--- src/rtl/bus_upsizer_pkg.sv ---
// Shared constants and helpers for the narrow-to-wide stream upsizer.
// Packing order is selected by BUS_UPSIZER_BIG_ENDIAN_EN (defined: first beat in the top slice).
package bus_upsizer_pkg;

  localparam int unsigned DEF_S_DATA_WIDTH = 8;
  localparam int unsigned DEF_M_DATA_WIDTH = 32;

  // Beat counter width; a ratio of 2 still needs one bit.
  function automatic int unsigned cnt_width(input int unsigned ratio);
    return (ratio < 2) ? 1 : $clog2(ratio);
  endfunction

  // Slice of the wide word that beat number 'beat' occupies.
  function automatic int unsigned slice_index(input int unsigned beat, input int unsigned ratio);
`ifdef BUS_UPSIZER_BIG_ENDIAN_EN
    return ratio - 1 - beat;
`else
    return beat;
`endif
  endfunction

endpackage

--- src/rtl/bus_upsizer_out_reg.sv ---
// Output holding register for the upsizer: holds a packed word until the consumer takes it.
// 'free' means a new word may be loaded this cycle (empty or draining).
module bus_upsizer_out_reg
  import bus_upsizer_pkg::*;
#(
  parameter int unsigned M_DATA_WIDTH = DEF_M_DATA_WIDTH
) (
  input  logic                    clock,
  input  logic                    reset,
  input  logic                    load,
  input  logic [M_DATA_WIDTH-1:0] word,
  input  logic                    m_rdy,
  output logic                    m_val,
  output logic [M_DATA_WIDTH-1:0] m_data,
  output logic                    free
);

  assign free = !m_val || m_rdy;

  // NOTE: sequential state uses non-blocking assignments so every flop samples pre-edge values.
  always_ff @(posedge clock) begin
    if (reset) begin
      m_val  <= 1'b0;
      m_data <= '0;
    end else if (load) begin
      m_val  <= 1'b1;
      m_data <= word;
    end else if (m_val && m_rdy) begin
      m_val  <= 1'b0;
    end
  end

endmodule

--- src/rtl/bus_upsizer.sv ---
// Packs RATIO consecutive narrow slave beats into one wide master word, one beat per cycle.
// Define BUS_UPSIZER_BIG_ENDIAN_EN for MSB-first packing; default is little-endian.
module bus_upsizer
  import bus_upsizer_pkg::*;
#(
  parameter int unsigned S_DATA_WIDTH = DEF_S_DATA_WIDTH,
  parameter int unsigned M_DATA_WIDTH = DEF_M_DATA_WIDTH
) (
  input  logic                    clock,
  input  logic                    reset,
  input  logic                    s_val,
  input  logic [S_DATA_WIDTH-1:0] s_data,
  output logic                    s_rdy,
  output logic                    m_val,
  output logic [M_DATA_WIDTH-1:0] m_data,
  input  logic                    m_rdy
);

  localparam int unsigned RATIO = M_DATA_WIDTH / S_DATA_WIDTH;
  localparam int unsigned CW    = cnt_width(RATIO);

  generate
    if ((M_DATA_WIDTH % S_DATA_WIDTH) != 0 || RATIO < 2) begin : g_bad_widths
      $error("bus_upsizer: M_DATA_WIDTH must be a multiple (>=2x) of S_DATA_WIDTH");
    end
  endgenerate

  logic [CW-1:0]           cnt;
  logic [M_DATA_WIDTH-1:0] pack_q;
  logic [M_DATA_WIDTH-1:0] word;
  logic                    last_beat;
  logic                    accept;
  logic                    out_free;

  assign last_beat = (cnt == CW'(RATIO - 1));
  assign s_rdy     = !last_beat || out_free;
  assign accept    = s_val && s_rdy;

  // Pack register with the current beat's slice replaced by s_data.
  // NOTE: assign every always_comb output a default first so no path infers a latch.
  always_comb begin
    word = pack_q;
    for (int k = 0; k < int'(RATIO); k++) begin
      if (cnt == CW'(k)) begin
        word[slice_index(k, RATIO)*S_DATA_WIDTH +: S_DATA_WIDTH] = s_data;
      end
    end
  end

  always_ff @(posedge clock) begin
    if (reset) begin
      cnt    <= '0;
      pack_q <= '0;
    end else if (accept) begin
      pack_q <= word;
      cnt    <= last_beat ? '0 : cnt + CW'(1);
    end
  end

  bus_upsizer_out_reg #(
    .M_DATA_WIDTH (M_DATA_WIDTH)
  ) u_out_reg (
    .clock  (clock),
    .reset  (reset),
    .load   (accept && last_beat),
    .word   (word),
    .m_rdy  (m_rdy),
    .m_val  (m_val),
    .m_data (m_data),
    .free   (out_free)
  );

endmodule

--- config.mk ---
export PLATFORM = sky130hd
export DESIGN_NAME = bus_upsizer
export DESIGN_NICKNAME = d
export VERILOG_FILES = /design/src/rtl/bus_upsizer_pkg.sv /design/src/rtl/bus_upsizer_out_reg.sv /design/src/rtl/bus_upsizer.sv
export SDC_FILE = /design/constraint.sdc
export NUM_CORES = 1
export LEC_CHECK = 0
export ABC_AREA = 1
export BUFFER_PORTS_ARGS = -buffer_cell sky130_fd_sc_hd__buf_2
export CORE_ASPECT_RATIO = 2
export CORE_MARGIN = 4
export CORE_UTILIZATION = 51
export DETAILED_ROUTE_END_ITERATION = 8
export PLACE_DENSITY = 0.73
export SLEW_MARGIN = 20
export SYNTH_ARGS = -nofsm -noshare
export SYNTH_HDL_FRONTEND = slang
export SYNTH_HIERARCHICAL = 1
export SYNTH_SLANG_ARGS = --single-unit
export TNS_END_PERCENT = 10
--- constraint.sdc ---
create_clock -name clock -period 1.7 [get_ports clock]
set_clock_uncertainty 0.2 [all_clocks]
set_input_delay 0.085 -clock clock [delete_from_list [all_inputs] [get_ports clock]]
set_output_delay 0.085 -clock clock [all_outputs]
set_load 0.01 [all_outputs]
# [Word-level counts from Yosys, hierarchy flattened]
# Cells that the tools add are included.
[totals] reg_bits=67 inputBits=12 out_inout_bits=34 word_cells=24
[classes] addsub=1 n_eq_ne=3 n_mux=7 n_reduce_logical=9
[op_table] cell="two-way mux 8 bit" count=4
[op_table] cell="== test 2 bit (second input constant)" count=2
[op_table] cell="logical AND 1 bit" count=3
[op_table] cell="adder 2 x 1 -> 2 bit (second input constant)" count=1
[op_table] cell="== test 2 x 1 -> 1 bit (second input constant)" count=1
[op_table] cell="logical NOT 1 bit" count=2
[op_table] cell="logical NOT 2 bit" count=1
[op_table] cell="logical OR 1 bit" count=2
[op_table] cell="two-way mux 1 bit" count=2
[op_table] cell="two-way mux 2 bit" count=1
[op_table] cell="nonzero test 2 bit" count=1

# [Longest topological paths before layout]
# Gate-level depths: netlist (run 1).
[depth] depth_word=6 depth_mapped=12 ltp_nobuf=9

# [By module]
# The synthesis (run 1) kept the hierarchy.
[by_module_without_submodules] mod="bus_upsizer" instances=1 cells_each=368 area_per_inst_um2=2004.4 seq_area_each_um2=680.7
[by_module_without_submodules] mod="bus_upsizer_out_reg" instances=1 cells_each=143 area_per_inst_um2=1152.4 seq_area_each_um2=660.6

# [Worst setup path after synthesis (run 1)]
# Ideal clock, no wire load.
[synth_path] path_kind="register to register" start="register cnt[0]" end="register u_out_reg.m_data[18]" setup_ps=116 arrival_ps=1476 required_ps=1384 path_slack_ps=-91 path_stages_with_launch=11 n_path_buf=3 synth_period_minus_slack_ps=1791 path_cell_list="dfxtp_1 -> ha_1 -> a21oi_2 -> buf_4 -> buf_4 -> nand2_1 -> inv_2 -> inv_2 -> buf_6 -> nor2_1 -> nor2_1"
[synth_via] elab_chain_len=5 word_cells_on_any_way=7 classes_between="eq/ne (2); mux (1); reduce/logical (4)"
[synth_rtl] element="from (decl)" line="bus_upsizer.sv:28" source="logic [CW-1:0] cnt;"
[synth_rtl] element="from (signal assigned)" line="bus_upsizer.sv:56" source="cnt <= last_beat ? '0 : cnt + CW'(1);"
[synth_rtl] element="== test 2 bit" line="bus_upsizer.sv:35" source="assign last_beat = (cnt == CW'(RATIO - 1));"
[synth_rtl] element="logical NOT 1 bit" line="bus_upsizer.sv:36" source="assign s_rdy = !last_beat || out_free;"
[synth_rtl] element="logical OR 1 bit" line="bus_upsizer.sv:36"
[synth_rtl] element="logical AND 1 bit" line="bus_upsizer.sv:37" source="assign accept = s_val && s_rdy;"
[synth_rtl] element="logical AND 1 bit" line="bus_upsizer.sv:65" source=".load (accept && last_beat),"
[synth_rtl] element="to (signal assigned)" line="bus_upsizer_out_reg.sv:27" source="m_data <= word;"
[synth_rtl] element="to (decl)" line="bus_upsizer_out_reg.sv:14" source="output logic [M_DATA_WIDTH-1:0] m_data,"
# Parallel ways exist; a longest one is shown, timed or not.
# A chain may end at the register's enable or synchronous reset.

# [Worst setup path in the final report (run 1)]
[layout_path] start="register cnt[0]" end="register u_out_reg.m_data[13]"
# The elaborated chain is that of the path after synthesis.

==> flow_summary.ini, run 1 <==
[run_status]
status = completed

[finish]
final_nets = 571
fin_util_pct = 61.44
seqCellArea_um2 = 1341
antennaDiodeCount = 0
drive_gt1_share_pct = 13.26
syn2layout_area_growth_pct = 16.88
multi_input_area_um2 = 1361
nFillCells = 606

[setup_path]
crit_path_start = cnt[0]$_SDFFE_PP0P_
crit_end = u_out_reg/m_data[13]$_SDFFE_PP0P_
cp_max_fo = 22
reg2reg_depth = 7
cp-start-kind = register
r2r_slack_ns = 0.09
worst-endpoint-required_ns = 1.72
rr_startpoint = cnt[0]$_SDFFE_PP0P_
criticalPathCategory = register to register
rr_endpoint = u_out_reg/m_data[13]$_SDFFE_PP0P_
cp.arrival_ns = 1.62
endpoint_kind = register

[pwr]
powerDensity_nw_per_um2 = 1028
ir_drop_uv = 654.2
cellLeakagePower_nw = 2.235

[floorplan]
die-area_um2 = 7589
core_area_um2 = 6006
rows = 40
io_pins = 46
die_w_um = 63.63
die-height_um = 119.3
start_util_pct = 52.56

[sta]
fin_crit_ns = 1.606
hold_viol = 0
drv_slew = 0
rsz0062_at_grt = true
fmax_mhz = 622.7
whs_ns = 0.06132
fin_tns_setup_ns = 0
post-route-period-util_pct = 94.46
relSlewSlack_pct = 71.29
setup_ws_ns = 0.09420
setup_violations = 0
worstMarginPinSlew_ns = 0.4302

[yosys]
synth-main-ff-cell = dfxtp_1
synthTopCellsByCount = nand2_1 (165), nor2_1 (130), inv_1 (77)
synth_nets = 527
avgSynthCellArea_um2 = 6.178
synth_largest_area_cell = dfxtp_1
yosys.cell_count.top_type = nand2_1
yosysSeqAreaShare_pct = 42.49
synth_area_leaders = dfxtp_1 (42%), nand2_1 (20%), nor2_1 (15%)
synth_top_area_share_pct = 42.49
syn_inst = 511
async_reset_ff_share_pct = 0
yosysWarnings = 6
synth_edf_count = 0
ys_seq_elements = 67
mappedNetlistArea_um2 = 3157
ys_types = 17

[placed_design]
pre_cts_slack_ns = -0.01040
place_hpwl_um = 4897
gp_congestion = 0.8073
port_buffers = 45

[global_route]
grt_max_degree = 34
grt_pass1_vias = 2738
grt-ovfl-total = 0
grt_usage_pct = 20.13
antenna_found_initial = 0
grt_first_pass_wirelength_um = 12010

[flow_run]
cap_viol_max_count = 0

[routing]
drc = 0
wl_per_cell_um = 11.58
first_pass_iters = 4
avgViaCountPerCell = 4.697
drtIter0Drc = 154
vias = 2917
wirelength_um = 7192
detail-route-antenna-nets = 0

[clock_tree]
htree_levels = 3
cts_tree = yes
cts_buffer_depth = 2
worstSkewPairLatency_ns = 0.33
clock-root-buffer = clkbuf_16
cts.clk_slew.worst_paths_ns = 0.05
cts_sinks = 67
numCtsBuffers = 9
postCtsSetupBuffers = 0

[worst_hold_path]
hold_path_depth = 7
hold_path.startpoint = s_data[7]
hp-class = primary input to register
## per-stage QoR
step                      power [mW]  cells  instance area [um^2]
after floorplan                2.109    511                  3169
after global placement         2.212    604                  3396
after detailed placement       2.228    604                  3396
after CTS                      3.829    621                  3672
after global routing           3.990    621                  3690
final                          3.795    621                  3690
## state kept, by name (all words and copies together) (netlist names)
signal	count
u_out_reg/m_val	1
cnt	2
u_out_reg/m_data	32
pack_q	32
## critical path, stage by stage, from the launching register on
cell and delay, ns:
dfxtp_1 0.39, ha_2 0.27, a21oi_4 0.07, nand2_1 0.07, inv_2 0.07, buf_8 0.16
o21ai_0 0.20, nor2_1 0.06
## final cells by class
cell class,count,share of cell area (%)
multi-input cells,336,36.89
flip-flops and latches,67,36.35
repair buffers,56,9.088
inverters,85,8.918
clock buffers,14,6.612
well taps,63,2.136
## power by group
part / internal [mW] / switching, mW
Clock: 0.971 / 0.615
Combinational: 0.181 / 0.333
Sequential: 1.66 / 0.0399
Total: 2.81 / 0.988
## routing by layer
metal	share of wire (%)	global-route usage, %	routed length (um)	vias to the layer above
met2	53	35.69	3780	56
met3	3.9	4.717	283	16
met1	41	21.43	2917	1283
met5	0	0	0	-
li1	-	-	-	1562
met4	2.9	10.83	211	0
## worst min path at each step
| stage | slack, ns | end |
|---|---|---|
| 2_1_floorplan | -0.05 | cnt[0]$_SDFFE_PP0P_ |
| 4_1_cts | 0.06 | u_out_reg/m_data[23]$_SDFFE_PP0P_ |
| 3_5_place_dp | 0.11 | u_out_reg/m_val$_SDFFE_PP0P_ |
| 3_3_place_gp | 0.10 | cnt[0]$_SDFFE_PP0P_ |
| 6_report | 0.06 | pack_q[31]$_SDFFE_PP0P_ |
| 5_1_grt | 0.12 | pack_q[4]$_SDFFE_PP0P_ |
## cell usage in the layout (no fill, tap or decap), drive strengths merged, types with 3 or more instances in the layout
cell and count:
nor2 130, dlygate4sd3 3, clkbuf 14, nand2 165, buf 53, ha 4
dfxtp 67, a21oi 3, inv 85, o21ai 33
## timing repair
item / CTS / global route
gates resized for setup: 1 / 6
endpoints found under the hold margin: 3 / 0
hold buffers: 3 / 0
setup endpoints to repair: 1 / 41
pin swaps: 0 / 0
## kinds of logic after synthesis
family,Yosys count,synth area share (%)
buffers and inverters,108,14.86
adder cells (fa/ha/maj),4,1.585
flip-flops,67,42.49
AO/OA/AOI/OAI,36,5.827
AND/OR/NAND/NOR,296,35.24
Note: power is estimated with default switching activity, not from simulation.
==> run 2, diff against run 1 <==
--- a/config.mk
+++ b/config.mk
@@ -7,9 +7,11 @@
 export LEC_CHECK = 0
 export ABC_AREA = 1
 export BUFFER_PORTS_ARGS = -buffer_cell sky130_fd_sc_hd__buf_2
+export CELL_PAD_IN_SITES_DETAIL_PLACEMENT = 1
+export CELL_PAD_IN_SITES_GLOBAL_PLACEMENT = 2
 export CORE_ASPECT_RATIO = 2
 export CORE_MARGIN = 4
-export CORE_UTILIZATION = 51
+export CORE_UTILIZATION = 27
 export DETAILED_ROUTE_END_ITERATION = 8
 export PLACE_DENSITY = 0.73
 export SLEW_MARGIN = 20
==> run 2 against run 1 <==
Via count increased by 3.4%. Core utilization fell by 27 points. Final area rose by 5.1%. Routed wire length is 22% higher. Combinational power rose by 5.6%. Clock power is essentially flat. Global-route usage shrank 6.3 points. Register-to-register slack got worse by 0.03 ns. Largest power group unchanged.
==> flow_summary.ini, run 2 (synthesis gave the netlist of run 1 again) <==
[floorplan]
die-height_um = 160.9
rows = 55
start_util_pct = 27.80
io_pins = 46
die_w_um = 84.46
core_area_um2 = 11350
die-area_um2 = 13590

[flow_run]
cap_viol_max_count = 0

[setup_path]
cp-start-kind = register
rr_startpoint = cnt[1]$_SDFFE_PP0P_
crit_chain = ha_2, a21oi_4, nand2_1, inv_2, inv_4, buf_12, nor2_1, nor2_1
worst-endpoint-required_ns = 1.72
r2r_slack_ns = 0.06
cp.arrival_ns = 1.65
cpPeakStageDelay_ns = 0.33
rr_endpoint = u_out_reg/m_data[16]$_SDFFE_PP0P_
reg2reg_depth = 8
criticalPathCategory = register to register
crit_top_cell = nor2_1
endpoint_kind = register
cp_slowest_cell = dfxtp_1
cp_max_fo = 7

[pwr]
p_switching_mw = 1.023
switching_share_pct = 26.60
ir_drop_uv = 454.7
p_clk_share_pct = 41.8
cellLeakagePower_nw = 2.289
seqPwrFrac_pct = 44.1
power_frac_comb_pct = 14.1
powerDensity_nw_per_um2 = 991.4
intPower_mw = 2.822
power_mw = 3.845

[finish]
stdcell_area_um2 = 3879
final_nets = 577
layout_common_cells = nand2_1 (165), nor2_1 (130), inv_1 (77)
seqCellArea_um2 = 1343
multi_input_area_um2 = 1359
antennaDiodeCount = 0
syn2layout_area_growth_pct = 22.87
drive_gt1_share_pct = 14.18
layout_commonest_cell = nand2_1
fin_util_pct = 34.16
reg_top3 = pack_q x32, u_out_reg/m_data x32, cnt x2
nFillCells = 1544

[run_status]
status = completed

[routing]
vias = 3015
drtIter0Drc = 94
avgViaCountPerCell = 4.271
wl_per_cell_um = 12.45
detail-route-antenna-nets = 0
drc = 0
wirelength_um = 8790
first_pass_iters = 4

[global_route]
grt-ovfl-total = 0
grt_max_degree = 42
antenna_found_initial = 0
grt_usage_pct = 13.82
grt_pass1_vias = 3127
grt_first_pass_wirelength_um = 14820

[clock_tree]
htree_levels = 3
worstSkewPairLatency_ns = 0.33
cts.clk_slew.worst_paths_ns = 0.05
cts_buffer_depth = 2
numCtsBuffers = 9
clock-root-buffer = clkbuf_16
cts_tree = yes
cts_sinks = 67
postCtsSetupBuffers = 0

[sta]
setup_violations = 0
relSlewSlack_pct = 79.98
fin_tns_setup_ns = 0
drv_slew = 0
worstMarginPinSlew_ns = 0.3003
fmax_mhz = 611.2
whs_ns = 0.06785
rsz0062_at_grt = true
hold_viol = 0
post-route-period-util_pct = 96.25
fin_crit_ns = 1.636

[worst_hold_path]
hold_end = u_out_reg/m_data[15]$_SDFFE_PP0P_
hold_path.startpoint = s_data[7]
hold_path_depth = 7
hp-class = primary input to register

[placed_design]
gp_congestion = 0.7446
postPlaceCellArea_um2 = 3590
port_buffers = 45
place_hpwl_um = 6451
## run 2: worst max path at each step
| stage | start | to | slack, ns | depth (start not counted) |
|---|---|---|---|---|
| after floorplan | cnt[1]$_SDFFE_PP0P_ | u_out_reg/m_data[18]$_SDFFE_PP0P_ | 0.001 | 10 |
| after global routing | cnt[1]$_SDFFE_PP0P_ | u_out_reg/m_data[31]$_SDFFE_PP0P_ | -0.02 | 8 |
| after detailed placement | cnt[0]$_SDFFE_PP0P_ | u_out_reg/m_data[0]$_SDFFE_PP0P_ | -0.06 | 8 |
| after global placement | cnt[0]$_SDFFE_PP0P_ | u_out_reg/m_data[5]$_SDFFE_PP0P_ | -0.03 | 8 |
| final | cnt[1]$_SDFFE_PP0P_ | u_out_reg/m_data[16]$_SDFFE_PP0P_ | 0.06 | 8 |
| after CTS | cnt[0]$_SDFFE_PP0P_ | pack_q[31]$_SDFFE_PP0P_ | 0.003 | 6 |
## run 2: worst max-delay path, delay by kind of cell (launching register included)
kind                     cells  cell delay, ns
AO/OA/AOI/OAI                1            0.16
adder cells (fa/ha/maj)      1            0.23
buffers and inverters        3            0.31
flip-flops                   1            0.33
AND/OR/NAND/NOR              3            0.29
## run 2: layout make-up
| class | instances | share of cell area [%] |
|---|---|---|
| Multi-Input combinational cell | 336 | 35.03 |
| Timing Repair Buffer | 62 | 11.19 |
| Clock buffer | 14 | 6.290 |
| Sequential cell | 67 | 34.61 |
| Tap cell | 142 | 4.581 |
| Inverter | 85 | 8.290 |
## run 2: power groups by stage
| stage | clock [mW] | sequential (mW) | combinational [mW] |
|---|---|---|---|
| 2_1_floorplan | 0 | 1.73 | 0.380 |
| 3_3_place_gp | 0 | 1.72 | 0.529 |
| 3_5_place_dp | 0 | 1.73 | 0.550 |
| 4_1_cts | 1.67 | 1.70 | 0.560 |
| 5_1_grt | 1.75 | 1.70 | 0.641 |
| 6_report | 1.61 | 1.70 | 0.543 |
## run 2: repair_timing
| item | 4_1_cts | 5_1_grt |
|---|---|---|
| pin swaps | 0 | 0 |
| hold endpoints to repair | 3 | 0 |
| gates resized for setup | 1 | 6 |
| endpoints found under the setup margin | 10 | 48 |
| hold buffers | 3 | 0 |
| gates cloned | 0 | 0 |
## run 2: per-stage QoR
| stage | std cells | setup WS, ns |
|---|---|---|
| floorplan | 511 | 0.001375 |
| global placement | 689 | -0.03465 |
| detailed placement | 689 | -0.05524 |
| CTS | 706 | 0.002910 |
| global route | 706 | -0.02410 |
| finish | 706 | 0.06379 |
## run 2: layer usage
metal / track usage [%] / wire, um / up-vias
li1: - / - / 1572
met1: 14.89 / 3657 / 1399
met2: 25.50 / 4701 / 34
met3: 2.823 / 212 / 10
met4: 6.052 / 218 / 0
met5: 0 / 0 / -
==> run 3, diff against run 2 <==
--- a/config.mk
+++ b/config.mk
@@ -11,9 +11,9 @@
 export CELL_PAD_IN_SITES_GLOBAL_PLACEMENT = 2
 export CORE_ASPECT_RATIO = 2
 export CORE_MARGIN = 4
-export CORE_UTILIZATION = 27
+export CORE_UTILIZATION = 32
 export DETAILED_ROUTE_END_ITERATION = 8
-export PLACE_DENSITY = 0.73
+export PLACE_DENSITY = 0.81
 export SLEW_MARGIN = 20
 export SYNTH_ARGS = -nofsm -noshare
 export SYNTH_HDL_FRONTEND = slang
==> constraint.sdc (replaced) <==
create_clock -name clock -period 2 [get_ports clock]
set_clock_uncertainty 0.2 [all_clocks]
set_input_delay 0.1 -clock clock [delete_from_list [all_inputs] [get_ports clock]]
set_output_delay 0.1 -clock clock [all_outputs]
set_load 0.01 [all_outputs]
==> run 3 against run 2 <==
Count of clock-buffer cells in the layout decreased by 2. Worst hold slack better by 0.035 ns. Clock power down 12%. Largest power group unchanged.
==> flow_summary.ini, run 3 (synthesis gave the netlist of run 1 again) <==
[clock_tree]
cts.clk_slew.worst_paths_ns = 0.05
postCtsSetupBuffers = 0
cts_tree = yes
clock-root-buffer = clkbuf_16
numCtsBuffers = 9
cts_buffer_depth = 2
htree_levels = 3
worstSkewPairLatency_ns = 0.32
cts_sinks = 67

[routing]
wirelength_um = 8723
drtIter0Drc = 114
wl_per_cell_um = 12.62
avgViaCountPerCell = 4.360
detail-route-antenna-nets = 0
vias = 3013
first_pass_iters = 4
drc = 0

[finish]
stdcell_count = 691
layout_commonest_cell = nand2_1
reg_top3 = pack_q x32, u_out_reg/m_data x32, cnt x2
nFillCells = 1332
seqCellArea_um2 = 1341
multi_input_area_um2 = 1354
layout_common_cells = nand2_1 (165), nor2_1 (130), inv_1 (77)
syn2layout_area_growth_pct = 19.46
drive_gt1_share_pct = 13.42
antennaDiodeCount = 0
final_nets = 571
fin_util_pct = 38.88

[floorplan]
start_util_pct = 32.55
die-height_um = 148.5
die-area_um2 = 11610
die_w_um = 78.23
core_area_um2 = 9699
io_pins = 46
rows = 51

[sta]
fmax_mhz = 577.0
worstMarginPinSlew_ns = 0.3870
relSlewSlack_pct = 74.20
fin_tns_setup_ns = 0
drv_slew = 0
hold_viol = 0
fin_crit_ns = 1.733
rsz0062_at_grt = false
setup_violations = 0
setup_ws_ns = 0.2669
post-route-period-util_pct = 86.66

[global_route]
antenna_found_initial = 0
grt_max_degree = 66
grt_pass1_vias = 3092
grt_usage_pct = 16.08
grt-ovfl-total = 0
grt_first_pass_wirelength_um = 14640

[pwr]
p_switching_uw = 880.2
power_frac_comb_pct = 13.5
switching_share_pct = 26.71
powerDensity_nw_per_um2 = 873.9
seqPwrFrac_pct = 43.7
p_clk_share_pct = 42.8
power_mw = 3.295
intPower_mw = 2.415
ir_drop_uv = 736.3
cellLeakagePower_nw = 2.252

[setup_path]
rr_startpoint = cnt[0]$_SDFFE_PP0P_
cp.arrival_ns = 1.43
rr_endpoint = u_out_reg/m_data[17]$_SDFFE_PP0P_
worst-endpoint-required_ns = 1.70
crit_path_start = cnt[0]$_SDFFE_PP0P_
cp_max_fo = 8
criticalPathCategory = register to output port
r2r_slack_ns = 0.27
crit_end = s_rdy
reg2reg_depth = 7
cp-start-kind = register
endpoint_kind = output port

[worst_hold_path]
hp-class = primary input to register

[placed_design]
pre_cts_slack_ns = 0.09465
gp_congestion = 0.7230
place_hpwl_um = 6177
dp.cells = 673
port_buffers = 45

[flow_run]
cap_viol_max_count = 0

[run_status]
status = completed
-- run 3: repair_timing --
action / 4_1_cts / 5_1_grt
hold endpoints to repair: 3 / 0
hold buffers: 3 / 0
gates resized for setup: 0 / 2
setup endpoints to repair: 0 / 30
-- run 3: cell type report --
class	instances	area share (%)
multi-input cells	336	35.90
flip-flops and latches	67	35.57
repair buffers	56	8.693
inverters	85	8.527
clock buffers	12	6.536
well taps	132	4.380
clock inverters	3	0.3981
-- run 3: worst min path at each step --
| stage | cells after the start | slack (ns) | end | startpoint |
|---|---|---|---|---|
| detailed placement | 2 | 0.12 | u_out_reg/m_val$_SDFFE_PP0P_ | reset |
| finish | 7 | 0.10 | u_out_reg/m_data[10]$_SDFFE_PP0P_ | s_data[2] |
| global placement | 2 | 0.12 | u_out_reg/m_val$_SDFFE_PP0P_ | reset |
| CTS | 7 | 0.11 | u_out_reg/m_data[13]$_SDFFE_PP0P_ | s_data[5] |
| floorplan | 1 | -0.03 | cnt[0]$_SDFFE_PP0P_ | reset |
| global route | 7 | 0.17 | pack_q[13]$_SDFFE_PP0P_ | s_data[5] |
-- run 3: stage by stage --
stage | hold slack, ns | instance area (um^2)
6_report | 0.1029 | 3771
5_1_grt | 0.1722 | 3771
4_1_cts | 0.1132 | 3769
3_5_place_dp | 0.1234 | 3477
3_3_place_gp | 0.1234 | 3477
2_1_floorplan | -0.03093 | 3157
-- run 3: metal layers --
metal  up-vias  routed length [um]  track usage, %
met4         0                 190           5.867
met3        10                 210           2.727
met5         -                   0               0
li1       1563                   -               -
met2        32                4626           30.33
met1      1408                3695           17.63
-- run 3: worst max-delay path, stage by stage (launching register included) --
cell and delay, ns:
dfxtp_1 0.39, ha_1 0.30, buf_4 0.20, nand2_1 0.08, buf_2 0.14
-- run 3: power by group through the flow --
stage	logic (mW)	registers, mW	clock network, mW
3_3_place_gp	0.434	1.46	0
5_1_grt	0.531	1.45	1.50
6_report	0.444	1.44	1.41
4_1_cts	0.458	1.44	1.45
3_5_place_dp	0.450	1.47	0
2_1_floorplan	0.321	1.47	0
